==> src/rtl/edge_event_if.sv <==
// edge_event_if: valid/ready event port carrying a channel index and edge type.
interface edge_event_if #(parameter int NUM_CH = 4);
    localparam int CH_W = (NUM_CH > 1) ? $clog2(NUM_CH) : 1;
    logic            evt_valid_o;
    logic            evt_ready_i;
    logic [CH_W-1:0] evt_ch_o;
    logic            evt_fall_o;
    modport master (output evt_valid_o, evt_ch_o, evt_fall_o, input evt_ready_i);
    modport slave  (input evt_valid_o, evt_ch_o, evt_fall_o, output evt_ready_i);
endinterface

==> src/rtl/edge_event_arbiter.sv <==
// edge_event_arbiter: per-channel rise/fall detection latched as pending events,
// serialised round-robin onto one valid/ready port with sticky overrun flags.
module edge_event_arbiter #(
    parameter int NUM_CH = 4
) (
    input  logic                  clk,
    input  logic                  reset,
    input  logic [NUM_CH-1:0]     a_i,
    input  logic [NUM_CH-1:0]     rise_en_i,
    input  logic [NUM_CH-1:0]     fall_en_i,
    input  logic [NUM_CH-1:0]     ovf_clr_i,
    output logic [2*NUM_CH-1:0]   pending_o,
    output logic [NUM_CH-1:0]     overflow_o,
    edge_event_if.master          evt
);
    localparam int CH_W = (NUM_CH > 1) ? $clog2(NUM_CH) : 1;
    localparam int NS   = 2 * NUM_CH;
    localparam int SW   = $clog2(NS);

    logic [NUM_CH-1:0] a_q, a_d, ovf_q, ovf_d, ovf_set;
    logic [NS-1:0]     pend_q, pend_d, det, clr;
    logic [SW-1:0]     rr_q, rr_d, gnt;
    logic [CH_W-1:0]   ch_q, ch_d;
    logic              valid_q, valid_d, fall_q, fall_d;
    logic              load, found, take;

    always_comb begin
        a_d = a_i;
        for (int c = 0; c < NUM_CH; c++) begin
            det[2*c]   = ~a_q[c] &  a_i[c] & rise_en_i[c];
            det[2*c+1] =  a_q[c] & ~a_i[c] & fall_en_i[c];
        end
    end

    // first pending slot at or after rr_q, wrapping
    always_comb begin
        found = 1'b0;
        gnt   = '0;
        for (int i = 0; i < NS; i++) begin
            if (!found && pend_q[(int'(rr_q) + i) % NS]) begin
                found = 1'b1;
                gnt   = SW'((int'(rr_q) + i) % NS);
            end
        end
    end

    always_comb begin
        load    = ~valid_q | evt.evt_ready_i;
        take    = load & found;
        clr     = take ? (NS'(1) << gnt) : '0;
        pend_d  = (pend_q & ~clr) | det;
        for (int c = 0; c < NUM_CH; c++)
            ovf_set[c] = |(det[2*c +: 2] & pend_q[2*c +: 2] & ~clr[2*c +: 2]);
        ovf_d   = (ovf_q & ~ovf_clr_i) | ovf_set;
        valid_d = load ? found : valid_q;
        ch_d    = take ? CH_W'(gnt >> 1) : ch_q;
        fall_d  = take ? gnt[0] : fall_q;
        rr_d    = take ? ((gnt == SW'(NS - 1)) ? '0 : gnt + SW'(1)) : rr_q;
    end

    always_ff @(posedge clk or negedge reset) begin
        if (!reset) begin
            a_q     <= '0;
            pend_q  <= '0;
            ovf_q   <= '0;
            rr_q    <= '0;
            valid_q <= 1'b0;
            ch_q    <= '0;
            fall_q  <= 1'b0;
        end else begin
            a_q     <= a_d;
            pend_q  <= pend_d;
            ovf_q   <= ovf_d;
            rr_q    <= rr_d;
            valid_q <= valid_d;
            ch_q    <= ch_d;
            fall_q  <= fall_d;
        end
    end

    assign evt.evt_valid_o = valid_q;
    assign evt.evt_ch_o    = ch_q;
    assign evt.evt_fall_o  = fall_q;
    assign pending_o       = pend_q;
    assign overflow_o      = ovf_q;
endmodule

==> src/flat_wrapper.sv <==
// flat-port wrapper written by rule: the top's interface ports become plain ports
module edge_event_arbiter_flat 
#(
    parameter int NUM_CH = 4
)
  (clk, reset, a_i, rise_en_i, fall_en_i, ovf_clr_i, pending_o, overflow_o, evt_evt_valid_o, evt_evt_ch_o, evt_evt_fall_o, evt_evt_ready_i);
  edge_event_if #(.NUM_CH(NUM_CH)) evt_i ();
  input  logic clk;
  input  logic reset;
  input  logic [NUM_CH-1:0] a_i;
  input  logic [NUM_CH-1:0] rise_en_i;
  input  logic [NUM_CH-1:0] fall_en_i;
  input  logic [NUM_CH-1:0] ovf_clr_i;
  output logic [2*NUM_CH-1:0] pending_o;
  output logic [NUM_CH-1:0] overflow_o;
  output wire logic [$bits(evt_i.evt_valid_o)-1:0] evt_evt_valid_o;
  output wire logic [$bits(evt_i.evt_ch_o)-1:0] evt_evt_ch_o;
  output wire logic [$bits(evt_i.evt_fall_o)-1:0] evt_evt_fall_o;
  input wire logic [$bits(evt_i.evt_ready_i)-1:0] evt_evt_ready_i;
  assign evt_evt_valid_o = evt_i.evt_valid_o;
  assign evt_evt_ch_o = evt_i.evt_ch_o;
  assign evt_evt_fall_o = evt_i.evt_fall_o;
  assign evt_i.evt_ready_i = evt_evt_ready_i;
  edge_event_arbiter #(.NUM_CH(NUM_CH)) u_core (.clk(clk), .reset(reset), .a_i(a_i), .rise_en_i(rise_en_i), .fall_en_i(fall_en_i), .ovf_clr_i(ovf_clr_i), .pending_o(pending_o), .overflow_o(overflow_o), .evt(evt_i));
endmodule
==> config.mk <==
export PLATFORM = sky130hd
export DESIGN_NAME = edge_event_arbiter_flat
export DESIGN_NICKNAME = d
export VERILOG_FILES = /design/src/rtl/edge_event_if.sv /design/src/rtl/edge_event_arbiter.sv /design/src/flat_wrapper.sv
export SDC_FILE = /design/constraint.sdc
export NUM_CORES = 1
export LEC_CHECK = 0
export ABC_AREA = 0
export CELL_PAD_IN_SITES_DETAIL_PLACEMENT = 0
export CELL_PAD_IN_SITES_GLOBAL_PLACEMENT = 1
export CORE_ASPECT_RATIO = 0.9
export CORE_MARGIN = 2
export CORE_UTILIZATION = 38
export CTS_BUF_LIST = sky130_fd_sc_hd__clkbuf_2 sky130_fd_sc_hd__clkbuf_4 sky130_fd_sc_hd__clkbuf_8
export CTS_CLUSTER_DIAMETER = 150
export DETAILED_ROUTE_END_ITERATION = 16
export GPL_ROUTABILITY_DRIVEN = 0
export PLACE_DENSITY = 0.85
export SYNTH_ARGS = -nofsm -noshare
export SYNTH_HDL_FRONTEND = slang
export SYNTH_SLANG_ARGS = --single-unit
==> constraint.sdc <==
create_clock -name clk -period 3.75 [get_ports clk]
set_clock_uncertainty 0.2 [all_clocks]
set_input_delay 0.75 -clock clk [delete_from_list [all_inputs] [get_ports clk]]
set_output_delay 0.75 -clock clk [all_outputs]
set_load 0.05 [all_outputs]
[Yosys cells after proc, flatten, opt, wreduce, memory -nomap -nowiden]
Cells that the tools add are included.
W data, S select, Z words.
Storage, ports and cells
  register bits after elaboration: 23
  latch bits: 0
  memory bits (writable): 0
  bits in read-only memories: 0
  bits of input ports: 19
  output and inout port bits: 16
  memories: 0
Cells by class
  add/sub/neg operators: 8
  multipliers: 0
  divide/modulo/power cells: 0
  $lt $le $gt $ge: 8
  eq/ne operators: 1
  shift-type cells: 1
  muxes and demuxes: 41
  bitwise operators: 52
  reductions and logical operators: 25
Operators by type and width (number)
  $lt A4 B5 Y1 const B: 7
  $mux W3: 9
  $bmux W1 S3: 8
  $mux W1: 23
  $reduce_or A3 Y1: 7
  $and A1 B1 Y1: 17
  $and A2 B2 Y2: 8
  $add A3 B3 Y3 const B: 4
  $not A1 Y1: 9
  $and A8 B8 Y8: 1
  $mux W8: 1
  $not A2 Y2: 4
  $not A8 Y8: 1
  $or A8 B8 Y8: 1
  $reduce_or A2 Y1: 4
  $shl A1 B3 Y8 const A: 1
  $and A1 B1 Y1 const A: 7
  $logic_and A1 B1 Y1: 7
  $logic_not A1 Y1: 7
  $add A3 B1 Y3 const B: 2
  $add A3 B2 Y3 const B: 2
  $and A4 B4 Y4: 1
  $lt A3 B4 Y1 const B: 1
  $not A4 Y4: 1
  other kinds (3): 3

[Longest topological paths before layout]
  depth after elaboration: 32
  gate-level depth with buffers: 18
  mapped depth without buffers: 14

[Worst setup path after synthesis]
Ideal clock, no wire load.
  kind: register to register
  start: register u_core.rr_q[0]
  end: register u_core.rr_q[2]
  arrival time: 3.657 ns
  data required time: 3.423 ns
  slack: -0.234 ns
  cell stages (with the launch flop): 15
  buffers on the path: 2
  period minus slack after synthesis: 3.984 ns
  cell sequence: dfrtp_1 buf_6 clkinv_1 ha_1 buf_6 mux4_2 and2_1 a211oi_2 o211ai_1 a21oi_1 nor2b_1 or3_1 ha_1 ha_1 mux2_1
Between the ends
  word-level cells in the longest chain between the ends: 26
  elaborated cells on any way between the ends: 64
  classes of those cells: 8 x add/sub; 1 x eq/ne; 40 x mux; 1 x bitwise; 14 x reduce/logical
Ends and longest elaborated chain
  from (decl): line edge_event_arbiter.sv:22  | logic [SW-1:0] rr_q, rr_d, gnt;
  from (signal assigned): line edge_event_arbiter.sv:74  | rr_q <= rr_d;
  $add A3 B1 Y3 or $bmux W1 S3 (tied branches): line edge_event_arbiter.sv:40, edge_event_arbiter.sv:42
  $bmux W1 S3 or $mux W1 (tied branches): line edge_event_arbiter.sv:40  | if (!found && pend_q[(int'(rr_q) + i) % NS]) begin
  $mux W1 (not written as such): line edge_event_arbiter.sv:40
  $mux W1 (not written as such) or $logic_not A1 Y1 (tied branches): line edge_event_arbiter.sv:40
  $logic_and A1 B1 Y1: line edge_event_arbiter.sv:40
  $mux W1: line edge_event_arbiter.sv:40
  $logic_not A1 Y1: line edge_event_arbiter.sv:40
  $logic_and A1 B1 Y1: line edge_event_arbiter.sv:40
  (+11 left out)
  $logic_and A1 B1 Y1: line edge_event_arbiter.sv:40
  $mux W1: line edge_event_arbiter.sv:40
  $logic_not A1 Y1: line edge_event_arbiter.sv:40
  $logic_and A1 B1 Y1: line edge_event_arbiter.sv:40
  $mux W3 *: line edge_event_arbiter.sv:40
  via u_core.gnt[0]: line edge_event_arbiter.sv:22
  $add A3 B1 Y3 or $eq A3 B3 Y1 (tied branches): line edge_event_arbiter.sv:58  | rr_d = take ? ((gnt == SW'(NS - 1)) ? '0 : gnt + SW'(1)) : rr_q;
  $mux W3 *: line edge_event_arbiter.sv:58
Mark *: on every way through the listed nets, which the timed path passes. The rest lies on a longest branch. The select of a mux whose other input is x is not followed.
A chain may end at the register's enable or synchronous reset.

[Worst setup path after layout]
  start: register u_core.rr_q[0]
  end: register u_core.ovf_q[1] (netlist: u_core.overflow_o[1])
Between the ends
  word-level cells in the longest chain between the ends: 30
  elaborated cells on any way between the ends: 67
  classes of those cells: 7 x add/sub; 1 x shift; 40 x mux; 4 x bitwise; 15 x reduce/logical
Ends and longest elaborated chain
  $add A3 B1 Y3 or $bmux W1 S3 (tied branches): line edge_event_arbiter.sv:40, edge_event_arbiter.sv:42
  $bmux W1 S3 or $mux W1 (tied branches): line edge_event_arbiter.sv:40
  $mux W1 (not written as such): line edge_event_arbiter.sv:40
  $mux W1 (not written as such) or $logic_not A1 Y1 (tied branches): line edge_event_arbiter.sv:40
  $logic_and A1 B1 Y1: line edge_event_arbiter.sv:40
  $mux W1: line edge_event_arbiter.sv:40
  $logic_not A1 Y1: line edge_event_arbiter.sv:40
  $logic_and A1 B1 Y1: line edge_event_arbiter.sv:40
  (+16 left out)
  via u_core.gnt[0]: line edge_event_arbiter.sv:22
  $shl A1 B3 Y8 *: line edge_event_arbiter.sv:50  | clr = take ? (NS'(1) << gnt) : '0;
  $mux W8 *: line edge_event_arbiter.sv:50
  $not A2 Y2 *: line edge_event_arbiter.sv:53  | ovf_set[c] = |(det[2*c +: 2] & pend_q[2*c +: 2] & ~clr[2*c +: 2]);
  $and A2 B2 Y2 *: line edge_event_arbiter.sv:53
  $reduce_or A2 Y1 *: line edge_event_arbiter.sv:53
  $or A4 B4 Y4 *: line edge_event_arbiter.sv:54  | ovf_d = (ovf_q & ~ovf_clr_i) | ovf_set;
  via u_core.ovf_d[1]: line edge_event_arbiter.sv:20  | logic [NUM_CH-1:0] a_q, a_d, ovf_q, ovf_d, ovf_set;
  to (signal assigned): line edge_event_arbiter.sv:73  | ovf_q <= ovf_d;
  to (decl): line edge_event_arbiter.sv:20
Marks and branches as above.

==> results.cfg <==
[run_status]
outcome = complete, but fails checks
violations = negative setup slack

[place]
port_buffers = 34
placed_cell_area_mm2 = 0.00270
dp_hpwl_um = 4230

[layout]
diodes = 0
final_nets = 292
fin_area_mm2 = 0.00293
layout-drive-gt1-share = 0.330
synthToLayoutAreaGrowth_pct = 37.3

[clock_tree]
cts_root_buffer = clkbuf_8
clock_sinks = 23
clk_pin_slew_ns = 0.08
insertion_delay_ns = 0.27
clk_path_buf_depth = 2
htreeDepth = 1
cts_tree = yes
numCtsBuffers = 3
postCtsHoldBufs = 0

[die]
die_h_um = 75.1
io_pins = 35
start_util = 0.399
core_mm2 = 0.00535
core.rowCount = 25
die-area_mm2 = 0.00623
chipWidth_um = 83

[synthesis]
ys_async_sr_fraction = 1.00
synth_top_area_cell = dfrtp_1
synth_edf_count = 0
synth_cells = 206
ys_seq_area_frac = 0.270
syn_area_mm2 = 0.00213
syn_nets = 233
synth_seq_cells = 23
synthTopCellsByArea = dfrtp_1, mux4_2, ha_1, mux2i_1, mux2_2
synth-main-ff-cell = dfrtp_1
synth_warnings = 0
avgSynthCellArea_um2 = 10.4
synth_top_area_frac = 0.270
yosys.cell_types.count = 57

[detailed_routing]
routed_wirelength_um = 6000
dr.first_iter.drc_count = 200
wl_per_cell_um = 18.1
route.detailed.drc = 0
viasPerCell = 5.89
drt-pass1-iter-count = 4
route.vias.total = 1948
postRouteAntennaNets = 0

[worst_setup_path]
r2r-end = u_core.overflow_o[1]
worst_path_largest_cell_delay_ns = 0.52
cp.arrival_ns = 3.77
slowest_stage = mux4_2
critical_path_class = reg -> reg
path_cells = clkinv_4 > ha_4 > buf_12 > mux4_2 > mux2_4 > nand2_2 > o211ai_1 > a21oi_2 > nor2b_4 > or3_4 > ha_4 > ha_4 > o211ai_1 > a32oi_1 > o31ai_1
cpMostUsedCell = ha_4
worstSetupStartpointType = flop
cp-end-kind = flop
required_ns = 3.73
ff2ff_path_depth = 15
worstReg2RegStart = u_core.rr_q[0]
r2r_slack_ns = -0.04
critical_path.max_fanout = 7

[sta]
post-route-min-period_ns = 3.79
rsz0062_at_grt = true
layout_setup_ws_ns = -0.0434
fmax_mhz = 264
finalMaxSlewViolations = 0
slew_headroom = 0.293
setup_viol = 3
tightest_slew_ns = 1.06
finalHoldViolations = 0
fin_crit_sh = 1.01

[global_route]
grt_max_degree = 24
antenna_found_initial = 0
first_global_vias = 1918
grtUsageTotal = 0.186
grt_pass1_wl_um = 9360
grt_overflow = 0

[worst_hold_path]
holdPathStages = 2
min_to = u_core.overflow_o[3]
hp-class = reg -> reg
worstHoldStart = u_core.overflow_o[3]

[flow_run]
max_cap_viol_count = 0
## critical path, delay by kind of cell, from the launching register on
kind / cells / cell delay (ns)
muxes: 2 / 0.85
AOI/OAI and AO/OA: 5 / 0.78
adders and majority gates: 3 / 0.67
and+or+nand+nor: 3 / 0.57
DFF: 1 / 0.42
buffers and inverters: 2 / 0.20
## stage by stage
step	instances	setup TNS (ns)	utilization	setup WS, ns	hold WS [ns]
finish	331	-0.0487	0.548	-0.0434	0.310
global route	331	-1.35	0.548	-0.206	0.346
CTS	323	0	0.519	0.00442	0.314
detailed placement	318	-0.226	0.505	-0.0739	0.286
global placement	318	0	0.505	0.0423	0.279
floorplan	206	0	-	0.00443	0.254
## placed cells by master (no fill, tap or decap), types with 4 or more instances in the layout
| cell type | netlist | final |
|---|---|---|
| o211ai_1 | 6 | 6 |
| ha_4 | 0 | 4 |
| o221ai_1 | 6 | 6 |
| nand3b_1 | 6 | 6 |
| a21oi_1 | 8 | 5 |
| dfrtp_1 | 23 | 23 |
| mux2i_1 | 10 | 9 |
| mux4_2 | 14 | 14 |
| buf_4 | 1 | 28 |
| nand2_1 | 14 | 13 |
| clkdlybuf4s50_1 | 0 | 34 |
| mux2_2 | 8 | 7 |
| inv_1 | 18 | 17 |
| nand2b_1 | 8 | 8 |
## worst max path at each step
stage,startpoint,to,slack (ns),cells after the start
after global placement,u_core.rr_q[0],u_core.overflow_o[2],0.04,13
after CTS,u_core.rr_q[0],u_core.overflow_o[1],0.004,14
after detailed placement,u_core.rr_q[0],u_core.overflow_o[1],-0.07,13
final,u_core.rr_q[0],u_core.overflow_o[1],-0.04,15
after floorplan,u_core.rr_q[1],u_core.rr_q[2],0.004,15
after global routing,u_core.rr_q[0],u_core.overflow_o[1],-0.21,16
## flip-flops by register name (all words and copies together) (netlist names)
| signal | cells |
|---|---|
| u_core.a_q | 4 |
| u_core.rr_q | 3 |
| u_core.overflow_o | 4 |
| u_core.evt.evt_fall_o | 1 |
| u_core.pending_o | 8 |
| u_core.evt.evt_ch_o | 2 |
| u_core.evt.evt_valid_o | 1 |
## layer usage
layer | part of all wire | vias to the layer above | global-route usage
li1 | - | 908 | -
met1 | 0.44 | 954 | 0.257
met2 | 0.48 | 79 | 0.322
met3 | 0.070 | 7 | 0.0143
met4 | 0.011 | 0 | 0.0565
met5 | 0 | - | 0
## Yosys cell counts, types with 2 or more instances
cell type / n
dfrtp_1: 23
inv_1: 18
mux4_2: 14
nand2_1: 14
mux2i_1: 10
a21oi_1: 8
ha_1: 8
mux2_2: 8
nand2b_1: 8
nand3b_1: 6
o211ai_1: 6
o221ai_1: 6
mux2_1: 4
a211oi_1: 3
buf_2: 3
buf_6: 3
clkbuf_1: 3
nand3_1: 3
nor2_1: 3
nor4_1: 3
o21ai_1: 3
o22ai_1: 3
or3_1: 3
a21o_1: 2
a31oi_1: 2
and2_1: 2
and3_1: 2
nor3_1: 2
o21a_1: 2
o21ai_0: 2
o41ai_2: 2
xnor2_1: 2
## cell families after synthesis
family | after synthesis | synth area share
DFF | 23 | 0.270
xor gates and xnor gates | 3 | 0.0123
buffers and inverters | 29 | 0.0651
and+or+nand+nor | 52 | 0.140
muxes | 37 | 0.264
AOI/OAI and AO/OA | 54 | 0.202
adders and majority gates | 8 | 0.0469
## cell type report
class | count | area, µm²
multi-input cells | 154 | 1570
flip-flops and latches | 23 | 576
well taps | 67 | 83.8
fillers | 467 | 2420
repair buffers | 64 | 582
clock inverters | 1 | 5.00
inverters | 19 | 76.3
clock buffers | 3 | 41.3
## what timing repair did
item	in CTS	in global routing
endpoints found under the setup margin	8	12
resized for setup	5	17
setup buffers	1	8
pin swaps	1	15
Power is not shown: default switching activity piles up to over one toggle a cycle in this logic, so the estimate is an artifact.
